**src/rtl/vdp_pkg.sv**
```systemverilog
// rtl/vdp_pkg.sv - shared constants, FSM state type and status packing for the VDP port
package vdp_pkg;

  localparam int NUM_REGS_DEF = 11;
  localparam int VRAM_AW_DEF  = 14;
  localparam int CRAM_AW_DEF  = 5;

  localparam logic [1:0] CODE_VRD  = 2'd0;
  localparam logic [1:0] CODE_VWR  = 2'd1;
  localparam logic [1:0] CODE_REG  = 2'd2;
  localparam logic [1:0] CODE_CRAM = 2'd3;

  localparam logic PORT_DATA = 1'b0;
  localparam logic PORT_CTRL = 1'b1;

  localparam int STAT_FRAME = 7;
  localparam int STAT_OVF   = 6;
  localparam int STAT_COLL  = 5;

  typedef enum logic [1:0] {
    PF_IDLE,
    PF_RD,
    PF_CAP
  } pf_state_t;

  // Low five bits report the overflowing sprite only while the overflow flag is up.
  function automatic logic [7:0] status_byte(input logic frame_f, input logic ovf_f,
                                             input logic coll_f, input logic [4:0] sprite5);
    logic [7:0] s;
    s = {3'b000, (ovf_f ? sprite5 : 5'h1F)};
    s[STAT_FRAME] = frame_f;
    s[STAT_OVF]   = ovf_f;
    s[STAT_COLL]  = coll_f;
    return s;
  endfunction

endpackage

```
**src/rtl/vdp_line_counter.sv**
```systemverilog
// rtl/vdp_line_counter.sv - reloadable down-counter that raises the line interrupt flag
module vdp_line_counter (
  input  logic       clk,
  input  logic       reset_n,
  input  logic       frame_start,
  input  logic       line_tick,
  input  logic [7:0] reload,
  input  logic       clr,
  output logic       line_f
);

  logic [7:0] line_cnt;
  logic       line_set;

  assign line_set = line_tick & ~frame_start & (line_cnt == 8'd0);

  always_ff @(posedge clk or negedge reset_n) begin
    if (!reset_n) begin
      line_cnt <= 8'd0;
      line_f   <= 1'b0;
    end else begin
      if (frame_start) begin
        line_cnt <= reload;
      end else if (line_tick) begin
        line_cnt <= (line_cnt == 8'd0) ? reload : line_cnt - 8'd1;
      end
      // A set arriving in the clearing cycle keeps the flag high.
      line_f <= line_set | (line_f & ~clr);
    end
  end

endmodule

```
**src/rtl/vdp_port.sv**
```systemverilog
// rtl/vdp_port.sv - CPU data/control port responder: address latch, registers, prefetch, status, interrupt
import vdp_pkg::*;

module vdp_port #(
  parameter int NUM_REGS = NUM_REGS_DEF,
  parameter int VRAM_AW  = VRAM_AW_DEF,
  parameter int CRAM_AW  = CRAM_AW_DEF
) (
  input  logic                  clk,
  input  logic                  reset_n,
  input  logic                  io_cs,
  input  logic                  io_wr,
  input  logic                  io_port,
  input  logic [7:0]            io_din,
  output logic [7:0]            io_dout,
  output logic [VRAM_AW-1:0]    vram_addr,
  output logic                  vram_we,
  output logic [7:0]            vram_wdata,
  output logic                  vram_re,
  input  logic [7:0]            vram_rdata,
  output logic [CRAM_AW-1:0]    cram_addr,
  output logic                  cram_we,
  output logic [5:0]            cram_wdata,
  output logic [8*NUM_REGS-1:0] regs,
  input  logic                  frame_set,
  input  logic                  coll_set,
  input  logic                  ovf_set,
  input  logic [4:0]            sprite5,
  input  logic                  frame_start,
  input  logic                  line_tick,
  output logic                  int_n
);

  logic               latch;
  logic [7:0]         first;
  logic [1:0]         code;
  logic [VRAM_AW-1:0] addr;
  logic [7:0]         buffer;
  logic [7:0]         regs_q [NUM_REGS];
  pf_state_t          state;
  logic               frame_f, ovf_f, coll_f, line_f;

  logic ctrl_wr, ctrl_rd, data_wr, data_rd;

  assign ctrl_wr = io_cs &  io_wr & (io_port == PORT_CTRL);
  assign ctrl_rd = io_cs & ~io_wr & (io_port == PORT_CTRL);
  assign data_wr = io_cs &  io_wr & (io_port == PORT_DATA);
  assign data_rd = io_cs & ~io_wr & (io_port == PORT_DATA);

  assign io_dout   = (io_port == PORT_CTRL) ? status_byte(frame_f, ovf_f, coll_f, sprite5) : buffer;
  assign vram_addr = addr;
  assign cram_addr = addr[CRAM_AW-1:0];

  for (genvar g = 0; g < NUM_REGS; g++) begin : g_regs
    assign regs[8*g +: 8] = regs_q[g];
  end

  // Strobes are registered, so the address advances in the cycle the strobe is seen.
  always_ff @(posedge clk or negedge reset_n) begin
    if (!reset_n) begin
      latch      <= 1'b0;
      first      <= 8'h00;
      code       <= CODE_VRD;
      addr       <= '0;
      buffer     <= 8'h00;
      state      <= PF_IDLE;
      vram_we    <= 1'b0;
      vram_re    <= 1'b0;
      vram_wdata <= 8'h00;
      cram_we    <= 1'b0;
      cram_wdata <= 6'h00;
      for (int i = 0; i < NUM_REGS; i++) regs_q[i] <= 8'h00;
    end else begin
      vram_we <= 1'b0;
      vram_re <= 1'b0;
      cram_we <= 1'b0;
      if (vram_we || cram_we) addr <= addr + 1'b1;

      case (state)
        PF_RD:   state <= PF_CAP;
        PF_CAP: begin
          buffer <= vram_rdata;
          addr   <= addr + 1'b1;
          state  <= PF_IDLE;
        end
        default: state <= PF_IDLE;
      endcase

      if (ctrl_wr) begin
        if (!latch) begin
          addr[7:0] <= io_din;
          first     <= io_din;
          latch     <= 1'b1;
        end else begin
          latch <= 1'b0;
          code  <= io_din[7:6];
          addr  <= VRAM_AW'({io_din[5:0], first});
          if (io_din[7:6] == CODE_VRD) begin
            vram_re <= 1'b1;
            state   <= PF_RD;
          end
          if (io_din[7:6] == CODE_REG) begin
            for (int i = 0; i < NUM_REGS; i++)
              if (int'(io_din[3:0]) == i) regs_q[i] <= first;
          end
        end
      end

      if (data_wr) begin
        latch  <= 1'b0;
        buffer <= io_din;
        if (code == CODE_CRAM) begin
          cram_we    <= 1'b1;
          cram_wdata <= io_din[5:0];
        end else begin
          vram_we    <= 1'b1;
          vram_wdata <= io_din;
        end
      end

      if (data_rd) begin
        latch   <= 1'b0;
        vram_re <= 1'b1;
        state   <= PF_RD;
      end

      if (ctrl_rd) latch <= 1'b0;
    end
  end

  always_ff @(posedge clk or negedge reset_n) begin
    if (!reset_n) begin
      frame_f <= 1'b0;
      ovf_f   <= 1'b0;
      coll_f  <= 1'b0;
      int_n   <= 1'b1;
    end else begin
      frame_f <= frame_set | (frame_f & ~ctrl_rd);
      ovf_f   <= ovf_set   | (ovf_f   & ~ctrl_rd);
      coll_f  <= coll_set  | (coll_f  & ~ctrl_rd);
      int_n   <= ~((frame_f & regs_q[1][5]) | (line_f & regs_q[0][4]));
    end
  end

  vdp_line_counter u_line (
    .clk         (clk),
    .reset_n     (reset_n),
    .frame_start (frame_start),
    .line_tick   (line_tick),
    .reload      (regs_q[10]),
    .clr         (ctrl_rd),
    .line_f      (line_f)
  );

endmodule

```
**config.mk**
```make
export PLATFORM = sky130hd
export DESIGN_NAME = vdp_port
export DESIGN_NICKNAME = d
export VERILOG_FILES = /design/src/rtl/vdp_pkg.sv /design/src/rtl/vdp_line_counter.sv /design/src/rtl/vdp_port.sv
export SDC_FILE = /design/constraint.sdc
export NUM_CORES = 1
export LEC_CHECK = 0
export CORE_ASPECT_RATIO = 1.2
export CORE_MARGIN = 10
export CORE_UTILIZATION = 63
export DETAILED_ROUTE_END_ITERATION = 10
export DONT_BUFFER_PORTS = 1
export PLACE_DENSITY = 0.82
export RECOVER_POWER = 100
export SLEW_MARGIN = 20
export SYNTH_ARGS = -nofsm -noshare
export SYNTH_HDL_FRONTEND = slang
export SYNTH_SLANG_ARGS = --single-unit
export TNS_END_PERCENT = 10
```
**constraint.sdc**
```tcl
create_clock -name clk -period 2.55 [get_ports clk]
set_clock_uncertainty 0.1 [all_clocks]
set_input_delay 0.3825 -clock clk [delete_from_list [all_inputs] [get_ports clk]]
set_output_delay 0.3825 -clock clk [all_outputs]
set_load 0.05 [all_outputs]
```
==> key figures, run 1 <==
Worst setup path
  • Reg2reg end: regs[30]
  • Critical Path End Type: register
  • Type of origin of the critical path: register
  • Worst Path Max Fanout: 9
  • Worst R2R Start: latch
  • Reg2reg path depth: 5
  • Flop2flop setup slack: 0.32 ns
  • Setup CP Type: reg -> reg
  • Critical path arrival: 2.42 ns
  • Req. time, crit path: 2.75 ns

Finish
  • Most frequent cells in the layout: dfrtp_1 (151), mux2_2 (108), nand2_1 (41), o21ai_0 (21), clkbuf_1 (20)
  • Share of cells above drive strength 1: 27.1%
  • Commonest non-fill, non-tap cell in the layout: dfrtp_1
  • # nets final: 564
  • Area growth from synthesis to layout: 12.2%
  • Antenna diode count: 0
  • Final design utilization: 72.4%
  • Fillers: 693

Drt
  • Via count: 4109
  • DR iter-0 viols: 241
  • Routed WL: 16500 um
  • Vias per inst: 6.14
  • Residual DRC count: 0
  • Drt first pass iters: 4
  • Antenna-violating nets left: 0
  • Wire per inst: 24.6 um

STA
  • FMAX: 449 MHz
  • TNS Setup: 0 ns
  • Slew Viols, Final: 0
  • Hold slack: -0.433 ns
  • Worst Tran Pin Value: 1.31 ns
  • Final Critical Period: 2.23 ns
  • Worst slew margin relative to its limit: 12.8%
  • Unrepaired setup endpoints after global routing: no
  • Endpoints failing setup: 0
  • Fin. Hold Viols: 152
  • Final worst-path cycle share: 87.4%

Clock tree
  • Clk root buf: clkbuf_16
  • Hold buffers post-CTS: 13
  • Cts bufs inserted: 17
  • H-tree Lvls: 4
  • CTS clock-pin slew for the worst setup and hold paths: 0.06 ns
  • Clock tree buffer depth: 2
  • Clk_lat worst skew: 0.41 ns
  • Setup repair bufs after CTS: 0
  • Post-CTS sizing: 0
  • CTS tree: built
  • # clock sinks: 152

Synthesis
  • Syn avg cell area: 12.9 um^2
  • Syn Inst Count: 502
  • Unique cell type count in the Yosys netlist: 45
  • Sequential-to-total area share from yosys stat: 58.6%
  • Post-synth EDFFs: 0
  • Post-synth ARST share: 100%
  • FF+latch count, synth: 152
  • Syn_nets: 536
  • Dominant register cell in the synthesized netlist: dfrtp_1
  • Mapped Area: 6490 um^2
  • Yosys warns: 0

Pwr
  • Leakage: 3.46 nW
  • Worst VDD drop: 0.510 mV
  • P per Cell Area: 919 nW/um^2

Global route
  • Antenna violations before repair: 0
  • Global-route wire length before repair: 25900 um
  • Largest net degree at the start of global routing: 153
  • Overflow after GRT: 0
  • Vias in the first global route: 4443
  • GRT Resource Usage Total: 22.2%

Job
  • Max-Cap Viols: 0

Place
  • GPL Wtd Cong: 0.868
  • # port buffers: 0
  • Final HPWL DP: 11100 um

Die
  • I/O Pins: 164
  • Die W: 113 um
  • Rows: 40
  • Die area: 14800 um^2
  • Die Y-Extent: 131 um
  • Initial Util: 64.6%
  • Core area: 10100 um^2

Outcome
  • Status: complete, but fails checks
  • Failing checks: hold timing

Worst hold path
  • Hold Crit Class: in -> async
## power breakdown
| group | switching [W] | internal, W | leakage, nW |
|---|---|---|---|
| clock | 0.000985 | 0.00138 | 0.255 |
| combinational | 0.000835 | 0.000319 | 1.20 |
| sequential | 0.000547 | 0.00263 | 2.00 |
| total | 0.00237 | 0.00433 | 3.46 |
## cell type report
class	count	area, um^2	area share (%)
clock inverter	13	123	1.68
timing repair buffer	37	239	3.28
tap	126	158	2.16
multi-input combinational	315	2490	34.2
sequential	152	3800	52.2
inverter	7	26.3	0.361
clock buffer	19	443	6.08
## cell families after synthesis
family                   share of synthesized area, %
AND/OR/NAND/NOR                                  9.19
multiplexers                                     21.3
flip-flops                                       58.6
XOR/XNOR                                         1.75
adder cells (fa/ha/maj)                         0.578
buffers and inverters                            2.54
AO/OA/AOI/OAI                                    6.09
## worst max-delay path by stage
stage | start | endpoint | cells after the start
after floorplan | io_port | io_dout[6] | 3
after global placement | vram_re | vram_addr[10] | 6
after detailed placement | vram_re | vram_addr[10] | 6
after CTS | vram_re | vram_addr[10] | 6
after global routing | vram_addr[6] | vram_addr[10] | 7
final | latch | regs[30] | 5
## registers in the layout, indices dropped and copies added, names as in the netlist
name             flops
latch                1
cram_we              1
first                8
int_n                1
vram_re              1
code                 2
vram_wdata           8
cram_wdata           6
regs                88
u_line.line_f        1
coll_f               1
u_line.line_cnt      8
vram_we              1
buffer               8
state                1
ovf_f                1
frame_f              1
vram_addr           14
## stage by stage
stage	instances	setup WS [ns]	cell area, um^2	total power, W	hold slack [ns]
after floorplan	502	0.222	6490	0.00412	-0.0131
after global routing	669	0.158	7290	0.00697	-0.456
after global placement	624	0.451	6690	0.00437	-0.00843
after CTS	669	0.439	7390	0.00680	-0.446
final	669	0.321	7290	0.00670	-0.433
after detailed placement	624	0.480	6690	0.00442	-0.00793
## synthesized netlist by cell type, types with 4 or more instances
master    number  share of area, %
nand3_1       14               1.1
xnor2_1        4              0.54
nor2_1        13              0.75
nor3_1         5              0.39
dfrtp_1      151                58
o22a_1         7              0.94
buf_4          7              0.81
mux2_2       111                19
clkbuf_1      15              0.87
mux2i_1       12               1.8
a211oi_1       6              0.69
a21o_1         5              0.58
buf_2          6              0.46
a21oi_1       16               1.2
xor2_1         9               1.2
nand2b_1       5              0.48
nor2b_1        7              0.67
inv_1          6              0.35
o21ai_0       22               1.7
nand4_1        5              0.48
nand2_1       41               2.4
## metal layers
| layer | part of all wire (%) | global-route usage, % |
|---|---|---|
| met1 | 36 | 23.9 |
| met2 | 50 | 36.7 |
| met3 | 12 | 11.2 |
| met4 | 1.9 | 7.77 |
| met5 | 0 | 0 |
## worst max-delay path, cell delays in order, from the launching register on
cell and delay, ns:
dfrtp_1 0.34, nand4_1 0.21, inv_1 0.29, nand3_1 0.14, nor2_1 0.62, mux2_2 0.41
Power figures use the tool's default switching activity.
==> run 2: changes to the inputs <==
--- a/config.mk
+++ b/config.mk
@@ -10,6 +10,7 @@
 export CORE_UTILIZATION = 63
 export DETAILED_ROUTE_END_ITERATION = 10
 export DONT_BUFFER_PORTS = 1
+export GPL_TIMING_DRIVEN = 0
 export PLACE_DENSITY = 0.82
 export RECOVER_POWER = 100
 export SLEW_MARGIN = 20
==> constraint.sdc (replaced) <==
create_clock -name clk -period 2.1 [get_ports clk]
set_clock_uncertainty 0.1 [all_clocks]
set_input_delay 0.315 -clock clk [delete_from_list [all_inputs] [get_ports clk]]
set_output_delay 0.315 -clock clk [all_outputs]
set_load 0.05 [all_outputs]
==> run 2 against run 1 <==
- the flow still finishes with violations (hold timing)
- worst setup slack worse by 0.25 ns
- worst hold slack got worse by 0.076 ns
- global-route usage barely moved
- routed wire length is 0.82% higher
- clock power rose by 43%
- sequential power is 30% higher
- combinational power increased by 4%
- power up 30%
- register-to-register slack worse by 0.25 ns
- first-iteration DRC count up 18%
- fmax rose by 9.9%
- critical endpoint is now vram_addr[12]
- highest routed layer unchanged
==> key figures, run 2 (synthesis gave the netlist of run 1 again) <==
STA
  • FMAX: 493 MHz (+9.9%)
  • Unrepaired setup endpoints after global routing: yes
  • Hold slack: -0.510 ns (-0.0764 ns)
  • Worst Tran Pin Value: 0.737 ns (-0.571 ns)
  • Final Critical Period: 2.03 ns (-0.201 ns)
  • TNS Setup: 0 ns (unchanged)
  • Fin. Hold Viols: 152 (unchanged)
  • Endpoints failing setup: 0 (unchanged)
  • Final worst-path cycle share: 96.6% (+9.1 points)
  • Slew Viols, Final: 0 (unchanged)
  • Worst slew margin relative to its limit: 50.9% (+38 points)

Drt
  • Drt first pass iters: 4 (unchanged)
  • Wire per inst: 24.9 um (+0.97%)
  • Via count: 4142 (+0.80%)
  • Routed WL: 16600 um (+0.82%)
  • Residual DRC count: 0 (unchanged)
  • DR iter-0 viols: 285 (+18%)
  • Antenna-violating nets left: 0 (unchanged)
  • Vias per inst: 6.20 (+0.95%)

Global route
  • Vias in the first global route: 4419 (-0.54%)
  • Antenna violations before repair: 0 (unchanged)
  • Overflow after GRT: 0 (unchanged)
  • Global-route wire length before repair: 25700 um (-0.80%)
  • GRT Resource Usage Total: 22.2% (-0.024 points)
  • Largest net degree at the start of global routing: 153 (unchanged)

Die
  • Core area: 10100 um^2 (unchanged)
  • I/O Pins: 164 (unchanged)
  • Die W: 113 um (unchanged)
  • Die Y-Extent: 131 um (unchanged)
  • Initial Util: 64.6% (unchanged)
  • Rows: 40 (unchanged)
  • Die area: 14800 um^2 (unchanged)

Clock tree
  • Clk root buf: clkbuf_16
  • H-tree Lvls: 4 (unchanged)
  • CTS tree: built
  • Clock tree buffer depth: 2 (unchanged)
  • Cts bufs inserted: 17 (unchanged)
  • Clk_lat worst skew: 0.42 ns (about the same)
  • Setup repair bufs after CTS: 0 (unchanged)
  • # clock sinks: 152 (unchanged)
  • CTS clock-pin slew for the worst setup and hold paths: 0.06 ns (about the same)
  • Hold buffers post-CTS: 8 (-5)

Worst hold path
  • Hold Crit Class: in -> async

Outcome
  • Failing checks: hold timing
  • Status: complete, but fails checks

Job
  • Max-Cap Viols: 0 (unchanged)

Worst setup path
  • Reg2reg end: vram_addr[12]
  • Req. time, crit path: 2.34 ns (-0.41 ns)
  • Worst Path Max Fanout: 10 (+1)
  • Worst R2R Start: vram_re
  • Critical Path End Type: register
  • Reg2reg path depth: 6 (+1)
  • Type of origin of the critical path: register
  • Flop2flop setup slack: 0.07 ns (-0.25 ns)
  • Critical path arrival: 2.27 ns (-0.15 ns)
  • Setup CP Type: reg -> reg

Pwr
  • P per Cell Area: 1170 nW/um^2 (+27%)
  • Worst VDD drop: 0.678 mV (+33%)
  • Overall power: 0.00872 W (+30%)
  • Leakage: 3.54 nW (+2.1%)

Finish
  • Area growth from synthesis to layout: 14.6%
  • Max FFs per register: 88 (unchanged)
  • # nets final: 563 (-0.18%)
  • Commonest non-fill, non-tap cell in the layout: dfrtp_1
  • Design Area, Final: 7440 um^2 (+2.1%)
  • Most frequent cells in the layout: dfrtp_1 (145), mux2_2 (111), nand2_1 (41), o21ai_0 (21), clkbuf_16 (17)
  • Final design utilization: 74.0% (+1.5 points)
  • Share of cells above drive strength 1: 32.7% (+5.6 points)
  • Antenna diode count: 0 (unchanged)

Place
  • DP Area: 6660 um^2 (-0.58%)
  • Final HPWL DP: 11300 um (+2.3%)
  • GPL Wtd Cong: 0.888 (+2.3%)
  • # port buffers: 0 (unchanged)
## run 2: worst max-delay path: stages (launching register included)
cell,delay [ns]
dfrtp_2,0.52
nand2b_1,0.26
buf_2,0.26
a21oi_1,0.31
nand3_1,0.15
xor2_1,0.18
o21ai_0,0.18
## run 2: how the worst max path moves through the flow
| stage | start | end | slack (ns) | cells after the start |
|---|---|---|---|---|
| after global placement | io_port | io_dout[6] | -0.24 | 3 |
| final | vram_re | vram_addr[12] | 0.07 | 6 |
| after floorplan | io_port | io_dout[6] | -0.09 | 3 |
| after CTS | vram_addr[5] | vram_addr[10] | -0.05 | 5 |
| after global routing | vram_addr[0] | vram_addr[10] | -0.06 | 6 |
| after detailed placement | u_line.line_cnt[0] | u_line.line_cnt[0] | -0.26 | 7 |
## run 2: layout make-up
cell class | instances | area (um^2)
clock buffers | 18 | 439
plain buffers | 28 | 139
inverters | 7 | 26.3
flip-flops and latches | 152 | 3810
clock inverters | 14 | 221
repair buffers | 8 | 80.1
fillers | 628 | 2620
multi-input cells | 315 | 2560
well taps | 126 | 158
## run 2: power by group
group          internal (W)  total, W  switching [W]
Clock               0.00215   0.00338        0.00123
Combinational      0.000422   0.00120       0.000774
Sequential          0.00320   0.00414       0.000937
Total               0.00578   0.00871        0.00294
## run 2: timing repair
action	4_1_cts	5_1_grt
endpoints found under the setup margin	20	73
resized for setup	6	8
pin swaps	0	1
gates cloned	0	0
hold endpoints to repair	176	152
## run 2: through the flow
stage / instances / setup slack [ns]
floorplan: 502 / -0.0931
global placement: 628 / -0.237
detailed placement: 628 / -0.257
CTS: 668 / -0.0509
global route: 668 / -0.0628
finish: 668 / 0.0721
## run 2: metal layers
metal / share of wire (%) / up-vias / track usage (%)
met2: 51 / 191 / 37.2
met3: 13 / 28 / 11.9
met1: 34 / 2096 / 22.8
met5: 0 / - / 0
li1: - / 1827 / -
met4: 2.0 / 0 / 7.98
==> run 3: changes to the inputs <==
--- a/config.mk
+++ b/config.mk
@@ -17,4 +17,4 @@
 export SYNTH_ARGS = -nofsm -noshare
 export SYNTH_HDL_FRONTEND = slang
 export SYNTH_SLANG_ARGS = --single-unit
-export TNS_END_PERCENT = 10
+export TNS_END_PERCENT = 5
==> results of run 3 <==
No change in the layout: final DEF, timing and power equal those of run 2.
